## src/rtl/icache_if.sv

```systemverilog
// Fetch-side and refill-memory signals of the instruction cache.
// slave is the cache; master drives PC, flush and memory returns.
interface icache_if #(
  parameter int DATA_WIDTH = 32,
  parameter int ADDR_WIDTH = 32
);
  logic [ADDR_WIDTH-1:0] PCF_i;
  logic                  ReqF_i;
  logic                  Flush_i;
  logic [DATA_WIDTH-1:0] Instr_o;
  logic                  StallF_o;
  logic                  MemReq_o;
  logic [ADDR_WIDTH-1:0] MemAddr_o;
  logic [DATA_WIDTH-1:0] MemRData_i;
  logic                  MemValid_i;

  modport master (
    output PCF_i, ReqF_i, Flush_i,
    output MemRData_i, MemValid_i,
    input  Instr_o, StallF_o,
    input  MemReq_o, MemAddr_o
  );

  modport slave (
    input  PCF_i, ReqF_i, Flush_i,
    input  MemRData_i, MemValid_i,
    output Instr_o, StallF_o,
    output MemReq_o, MemAddr_o
  );
endinterface

```

## src/rtl/icache.sv

```systemverilog
// Direct-mapped read-only instruction cache with
// combinational hit path and word-per-beat refill FSM.
module icache #(
  parameter int DATA_WIDTH     = 32,
  parameter int ADDR_WIDTH     = 32,
  parameter int LINES          = 16,
  parameter int WORDS_PER_LINE = 4
) (
  input logic   clk,
  input logic   rst,
  icache_if.slave bus
);
  localparam int OW = $clog2(WORDS_PER_LINE);
  localparam int IW = $clog2(LINES);
  localparam int LW = ADDR_WIDTH - OW - 2;
  localparam int TW = LW - IW;
  localparam logic [DATA_WIDTH-1:0] NOP = 32'h00000013;
  localparam logic [OW-1:0] LAST = OW'(WORDS_PER_LINE - 1);

  typedef enum logic {IDLE, REFILL} state_e;

  state_e                state_q;
  logic [LINES-1:0]      valid_q;
  logic [TW-1:0]         tag_q [LINES];
  logic [DATA_WIDTH-1:0] data_q [LINES][WORDS_PER_LINE];
  logic [OW-1:0]         beat_q;
  logic [LW-1:0]         line_q;
  logic                  poison_q;
  logic                  req_q;
  logic [ADDR_WIDTH-1:0] addr_q;

  logic [OW-1:0] off;
  logic [IW-1:0] idx;
  logic [TW-1:0] tag;
  logic [LW-1:0] line;
  logic [IW-1:0] lidx;
  logic [TW-1:0] ltag;
  logic          hit;
  logic          miss;
  logic          last;
  logic          beat_wr;
  logic          unused;

  assign line = bus.PCF_i[ADDR_WIDTH-1:OW+2];
  assign off  = bus.PCF_i[OW+1:2];
  assign idx  = line[IW-1:0];
  assign tag  = line[LW-1:IW];
  assign lidx = line_q[IW-1:0];
  assign ltag = line_q[LW-1:IW];
  assign unused = ^bus.PCF_i[1:0];

  assign hit = bus.ReqF_i & valid_q[idx]
             & (tag_q[idx] == tag)
             & (state_q == IDLE);
  assign miss    = bus.ReqF_i & ~hit;
  assign last    = (beat_q == LAST);
  assign beat_wr = (state_q == REFILL) & bus.MemValid_i;

  assign bus.StallF_o  = miss;
  assign bus.Instr_o   = hit ? data_q[idx][off] : NOP;
  assign bus.MemReq_o  = req_q;
  assign bus.MemAddr_o = addr_q;

  // Line storage carries no reset; valid_q alone guards it.
  always_ff @(posedge clk) begin
    if (beat_wr) begin
      data_q[lidx][beat_q] <= bus.MemRData_i;
      if (last) tag_q[lidx] <= ltag;
    end
  end

  always_ff @(posedge clk or negedge rst) begin
    if (!rst) begin
      state_q  <= IDLE;
      valid_q  <= '0;
      beat_q   <= '0;
      line_q   <= '0;
      poison_q <= 1'b0;
      req_q    <= 1'b0;
      addr_q   <= '0;
    end else begin
      unique case (state_q)
        IDLE: begin
          if (bus.Flush_i) begin
            valid_q <= '0;
          end else if (miss) begin
            line_q       <= line;
            beat_q       <= '0;
            valid_q[idx] <= 1'b0;
            req_q        <= 1'b1;
            addr_q       <= {line, {(OW+2){1'b0}}};
            state_q      <= REFILL;
          end
        end
        REFILL: begin
          // Memory cannot cancel, so a flushed refill runs to the end
          if (bus.Flush_i) begin
            valid_q  <= '0;
            poison_q <= 1'b1;
          end
          if (bus.MemValid_i) begin
            if (last) begin
              if (!(poison_q | bus.Flush_i)) valid_q[lidx] <= 1'b1;
              poison_q <= 1'b0;
              beat_q   <= '0;
              req_q    <= 1'b0;
              addr_q   <= '0;
              state_q  <= IDLE;
            end else begin
              beat_q <= beat_q + 1'b1;
              addr_q <= addr_q + ADDR_WIDTH'(4);
            end
          end
        end
      endcase
    end
  end
endmodule
```

## src/flat_wrapper.sv

```systemverilog
// flat-port wrapper written by rule: the top's interface ports become plain ports
module icache_flat 
#(
  parameter int DATA_WIDTH     = 32,
  parameter int ADDR_WIDTH     = 32,
  parameter int LINES          = 16,
  parameter int WORDS_PER_LINE = 4
)
  (clk, rst, bus_PCF_i, bus_ReqF_i, bus_Flush_i, bus_MemRData_i, bus_MemValid_i, bus_Instr_o, bus_StallF_o, bus_MemReq_o, bus_MemAddr_o);
  icache_if #(.DATA_WIDTH(DATA_WIDTH), .ADDR_WIDTH(ADDR_WIDTH)) bus_i ();
  input logic clk;
  input logic rst;
  input wire logic [$bits(bus_i.PCF_i)-1:0] bus_PCF_i;
  input wire logic [$bits(bus_i.ReqF_i)-1:0] bus_ReqF_i;
  input wire logic [$bits(bus_i.Flush_i)-1:0] bus_Flush_i;
  input wire logic [$bits(bus_i.MemRData_i)-1:0] bus_MemRData_i;
  input wire logic [$bits(bus_i.MemValid_i)-1:0] bus_MemValid_i;
  output wire logic [$bits(bus_i.Instr_o)-1:0] bus_Instr_o;
  output wire logic [$bits(bus_i.StallF_o)-1:0] bus_StallF_o;
  output wire logic [$bits(bus_i.MemReq_o)-1:0] bus_MemReq_o;
  output wire logic [$bits(bus_i.MemAddr_o)-1:0] bus_MemAddr_o;
  assign bus_i.PCF_i = bus_PCF_i;
  assign bus_i.ReqF_i = bus_ReqF_i;
  assign bus_i.Flush_i = bus_Flush_i;
  assign bus_i.MemRData_i = bus_MemRData_i;
  assign bus_i.MemValid_i = bus_MemValid_i;
  assign bus_Instr_o = bus_i.Instr_o;
  assign bus_StallF_o = bus_i.StallF_o;
  assign bus_MemReq_o = bus_i.MemReq_o;
  assign bus_MemAddr_o = bus_i.MemAddr_o;
  icache #(.DATA_WIDTH(DATA_WIDTH), .ADDR_WIDTH(ADDR_WIDTH), .LINES(LINES), .WORDS_PER_LINE(WORDS_PER_LINE)) u_core (.clk(clk), .rst(rst), .bus(bus_i));
endmodule
```

## config.mk

```make
export PLATFORM = sky130hd
export DESIGN_NAME = icache_flat
export DESIGN_NICKNAME = d
export VERILOG_FILES = /design/src/rtl/icache_if.sv /design/src/rtl/icache.sv /design/src/flat_wrapper.sv
export SDC_FILE = /design/constraint.sdc
export NUM_CORES = 2
export LEC_CHECK = 0
export ABC_AREA = 1
export CORE_AREA = 4 4 595 420
export CTS_BUF_LIST = sky130_fd_sc_hd__clkbuf_8
export CTS_CLUSTER_DIAMETER = 150
export CTS_CLUSTER_SIZE = 10
export DETAILED_ROUTE_END_ITERATION = 6
export DIE_AREA = 0 0 599 424
export PLACE_DENSITY = 0.63
export SYNTH_ARGS = -nofsm -noshare
export SYNTH_HDL_FRONTEND = slang
export SYNTH_SLANG_ARGS = --single-unit
```

## constraint.sdc

```tcl
create_clock -name clk -period 6 [get_ports clk]
set_clock_uncertainty 0.1 [all_clocks]
set_input_delay 0.9 -clock clk [delete_from_list [all_inputs] [get_ports clk]]
set_output_delay 0.9 -clock clk [all_outputs]
set_load 0.01 [all_outputs]
```

==> run_results.csv <==
group,metric,value,unit
status,status,"finished clean",
timing,setup_tns,0,ns
timing,fmax,171.5,MHz
clock_tree,numCtsBuffers,293,
floorplanning,num_rows,152,
clock_tree,cts.sinks,2511,
routing,wl_per_cell,27.55,µm
run,maxCapViolCount,0,
synthesis,yosysWarnings,0,
critical_path,critPathKind,"in2out",
critical_path,slowest_stage,"clkdlybuf4s50_1",
synthesis,syn_avg_cell_area,13.76,µm²
routing,vias,62970,
finish,fin_util,44.43,%
clock_tree,clk_pin_slew,0.07,ns
critical_path,required,5.00,ns
synthesis,async_flop_share,3.146,%
routing,drc,0,
grt,track_usage,22.28,%
critical_path,critical_path.endpoint_type,"primary output",
floorplanning,die_h,424,µm
synthesis,syn_area,0.09727,mm²
floorplanning,die_area,0.2540,mm²
clock_tree,cts_root_buf,"clkbuf_8",
timing,slew_violations,0,
grt,grt_max_degree,129,
hold_path,hold_class,"in2async",
clock_tree,worstSkewPairLatency,0.95,ns
critical_path,critPathMaxFanout,17,
routing,ant_nets,0,
placement,portBuffers,130,
critical_path,cp.arrival,4.83,ns
finish,drive_gt1_share,9.903,%
placement,hpwl,164.8,mm
routing,drt_pass1_iterations,6,
critical_path,startpoint_type,"primary input",
timing,post-route-min-period,5.832,ns
timing,hold_ws,0.2316,ns
synthesis,ys_ff_latch,2511,
clock_tree,cts_tree,"built",
grt,grt_pass1_wl,419.2,mm
timing,finalCritPeriodShare,97.19,%
placement,place_congestion,0.9307,
synthesis,ys_seq_area_share,77.11,%
synthesis,postSynthCellCount,7069,
critical_path,max_stage_delay,0.68,ns
power,leakage,35.83,nW
routing,drtIter0Drc,8178,
timing,setup_viol,0,
timing,worstMarginPinSlew,1.233,ns
finish,area_growth,11.53,%
routing,viasPerCell,5.922,
grt,grt_pass1_vias,59340,
clock_tree,cts_buffer_depth,4,
routing,wirelength,292.9,mm
grt,grt-ovfl-total,0,
floorplanning,core_area,0.2442,mm²
floorplanning,start_util,39.83,%
finish,final_nets,7402,
floorplanning,fp.dieW,599,µm
timing,rsz0062_at_grt,"false",
floorplanning,io_pins,135,
clock_tree,htree_levels,5,
timing,slew_headroom,17.81,%
power,p_per_area,318.8,mW/mm²
power,ir_drop,0.1770,mV
synthesis,ys.flop_type,"edfxtp_1",
critical_path,crit_chain,"clkdlybuf4s50_1 -> inv_1 -> nor2_4 -> buf_12 -> buf_4 -> nand2_1 -> nand2_1 -> nor3_1 -> nor3_1 -> nand4_1 -> buf_4 -> nor3_2 -> clkdlybuf4s50_1",
synthesis,ys_types,46,
synthesis,synth_edf_count,2432,
grt,antenna_found_initial,18,
timing,hold_violations,0,
metal layers:
layer | vias to the layer above | track usage (%) | wire length, µm
met3 | 523 | 4.473 | 32500
met4 | 22 | 5.946 | 7764
met2 | 3718 | 33.30 | 129700
met1 | 31660 | 33.23 | 122800
li1 | 27050 | - | -
met5 | - | 0 | 121
synthesized netlist by cell type (all sizes together) (7+ instances only):
cell type / count / area [µm²]
a21oi: 57 / 285.3
a221oi: 28 / 245.2
a22oi: 109 / 818.3
a31oi: 8 / 50.05
buf: 228 / 1139
clkbuf: 230 / 863.3
dfrtp: 79 / 1977
edfxtp: 2432 / 73030
inv: 113 / 424.2
nand2: 1197 / 4511
nand3: 138 / 695.7
nand4: 17 / 106.4
nor2: 708 / 2663
nor3: 664 / 3323
nor4: 7 / 43.79
o2111ai: 55 / 481.7
o211ai: 39 / 292.8
o21ai: 178 / 890.9
o221ai: 72 / 630.6
o22ai: 447 / 2796
o31ai: 225 / 1689
registers in the layout (all words and copies together) (netlist names):
name / cells
u_core.beat_q: 2
u_core.tag_q: 384
u_core.bus.MemReq_o: 1
u_core.data_q: 2048
u_core.line_q: 28
u_core.poison_q: 1
u_core.valid_q: 16
u_core.bus.MemAddr_o: 30
u_core.state_q: 1
critical path, delay by kind of cell:
kind | cells | cell delay (ns)
buffers and inverters | 6 | 2.35
and+or+nand+nor | 7 | 1.57
metrics by stage:
| step | setup slack (ns) | std cells | instance area (µm²) | power (mW) |
|---|---|---|---|---|
| final | 0.1683 | 10630 | 108500 | 34.59 |
| after floorplan | 1.388 | 7070 | 97280 | 22.67 |
| after CTS | 0.04543 | 10620 | 108500 | 34.71 |
| after global placement | -0.2533 | 10260 | 104000 | 24.50 |
| after detailed placement | -0.3002 | 10260 | 104000 | 24.60 |
| after global routing | 0.07475 | 10630 | 108500 | 35.82 |
final timing paths:
| path | from | endpoint | slack, ns | cells after the start |
|---|---|---|---|---|
| min in group clk | u_core.poison_q | u_core.poison_q | 0.40 | 2 |
| max | bus_PCF_i[6] | bus_Instr_o[8] | 0.17 | 13 |
| min | rst | u_core.line_q[26] | 0.23 | 2 |
| min reg2reg | u_core.poison_q | u_core.poison_q | 0.40 | 2 |
| max in group asynchronous | rst | u_core.bus.MemAddr_o[11] | 4.25 | 3 |
| max reg2reg | u_core.state_q | u_core.data_q[6][110] | 2.64 | 8 |
report_power, final:
group | switching [mW] | internal (mW)
clock | 5.80 | 4.51
sequential | 0.625 | 20.2
combinational | 2.53 | 0.943
total | 8.95 | 25.6
layout by cell type, fill, tap and decap left out, types with 5 or more instances in the layout:
master	instances
a21oi_1	57
a221oi_1	28
a22o_1	5
a22oi_1	109
a31oi_1	8
buf_12	64
buf_2	33
buf_4	228
clkbuf_8	299
clkdlybuf4s50_1	93
clkinvlp_4	5
dfrtp_1	79
diode_2	7
edfxtp_1	2432
ha_1	5
inv_1	151
inv_6	7
nand2_1	1192
nand3_1	136
nand4_1	17
nor2_1	637
nor2_4	70
nor3_1	661
nor4_1	7
o2111ai_1	55
o211ai_1	39
o21ai_0	154
o21ai_1	24
o221ai_1	72
o22ai_1	447
o31ai_1	225
xnor2_1	5
repair_timing:
action,in CTS,in global routing
pin swaps,1,1
endpoints found under the hold margin,7,0
setup endpoints to repair,6,3
gates resized for setup,4,1
hold buffers,1,0
setup buffers,3,2
cell families after synthesis:
group | after synthesis | share of synthesized area [%]
AO/OA/AOI/OAI | 1230 | 8.518
AND/OR/NAND/NOR | 2741 | 11.74
flip-flops | 2511 | 77.11
buffers and inverters | 574 | 2.506
other | 1 | 0.003855
XOR/XNOR | 7 | 0.06303
adder cells (fa/ha/maj) | 5 | 0.06431
layout make-up:
type | instances | area (µm²)
clock buffers | 299 | 4115
fillers | 21510 | 135700
well taps | 3234 | 4046
repair buffers | 421 | 4129
clock inverters | 60 | 294.0
diodes | 7 | 17.52
flip-flops and latches | 2511 | 75010
inverters | 116 | 461.7
multi-input cells | 3985 | 20420
Power figures use the tool's default switching activity.
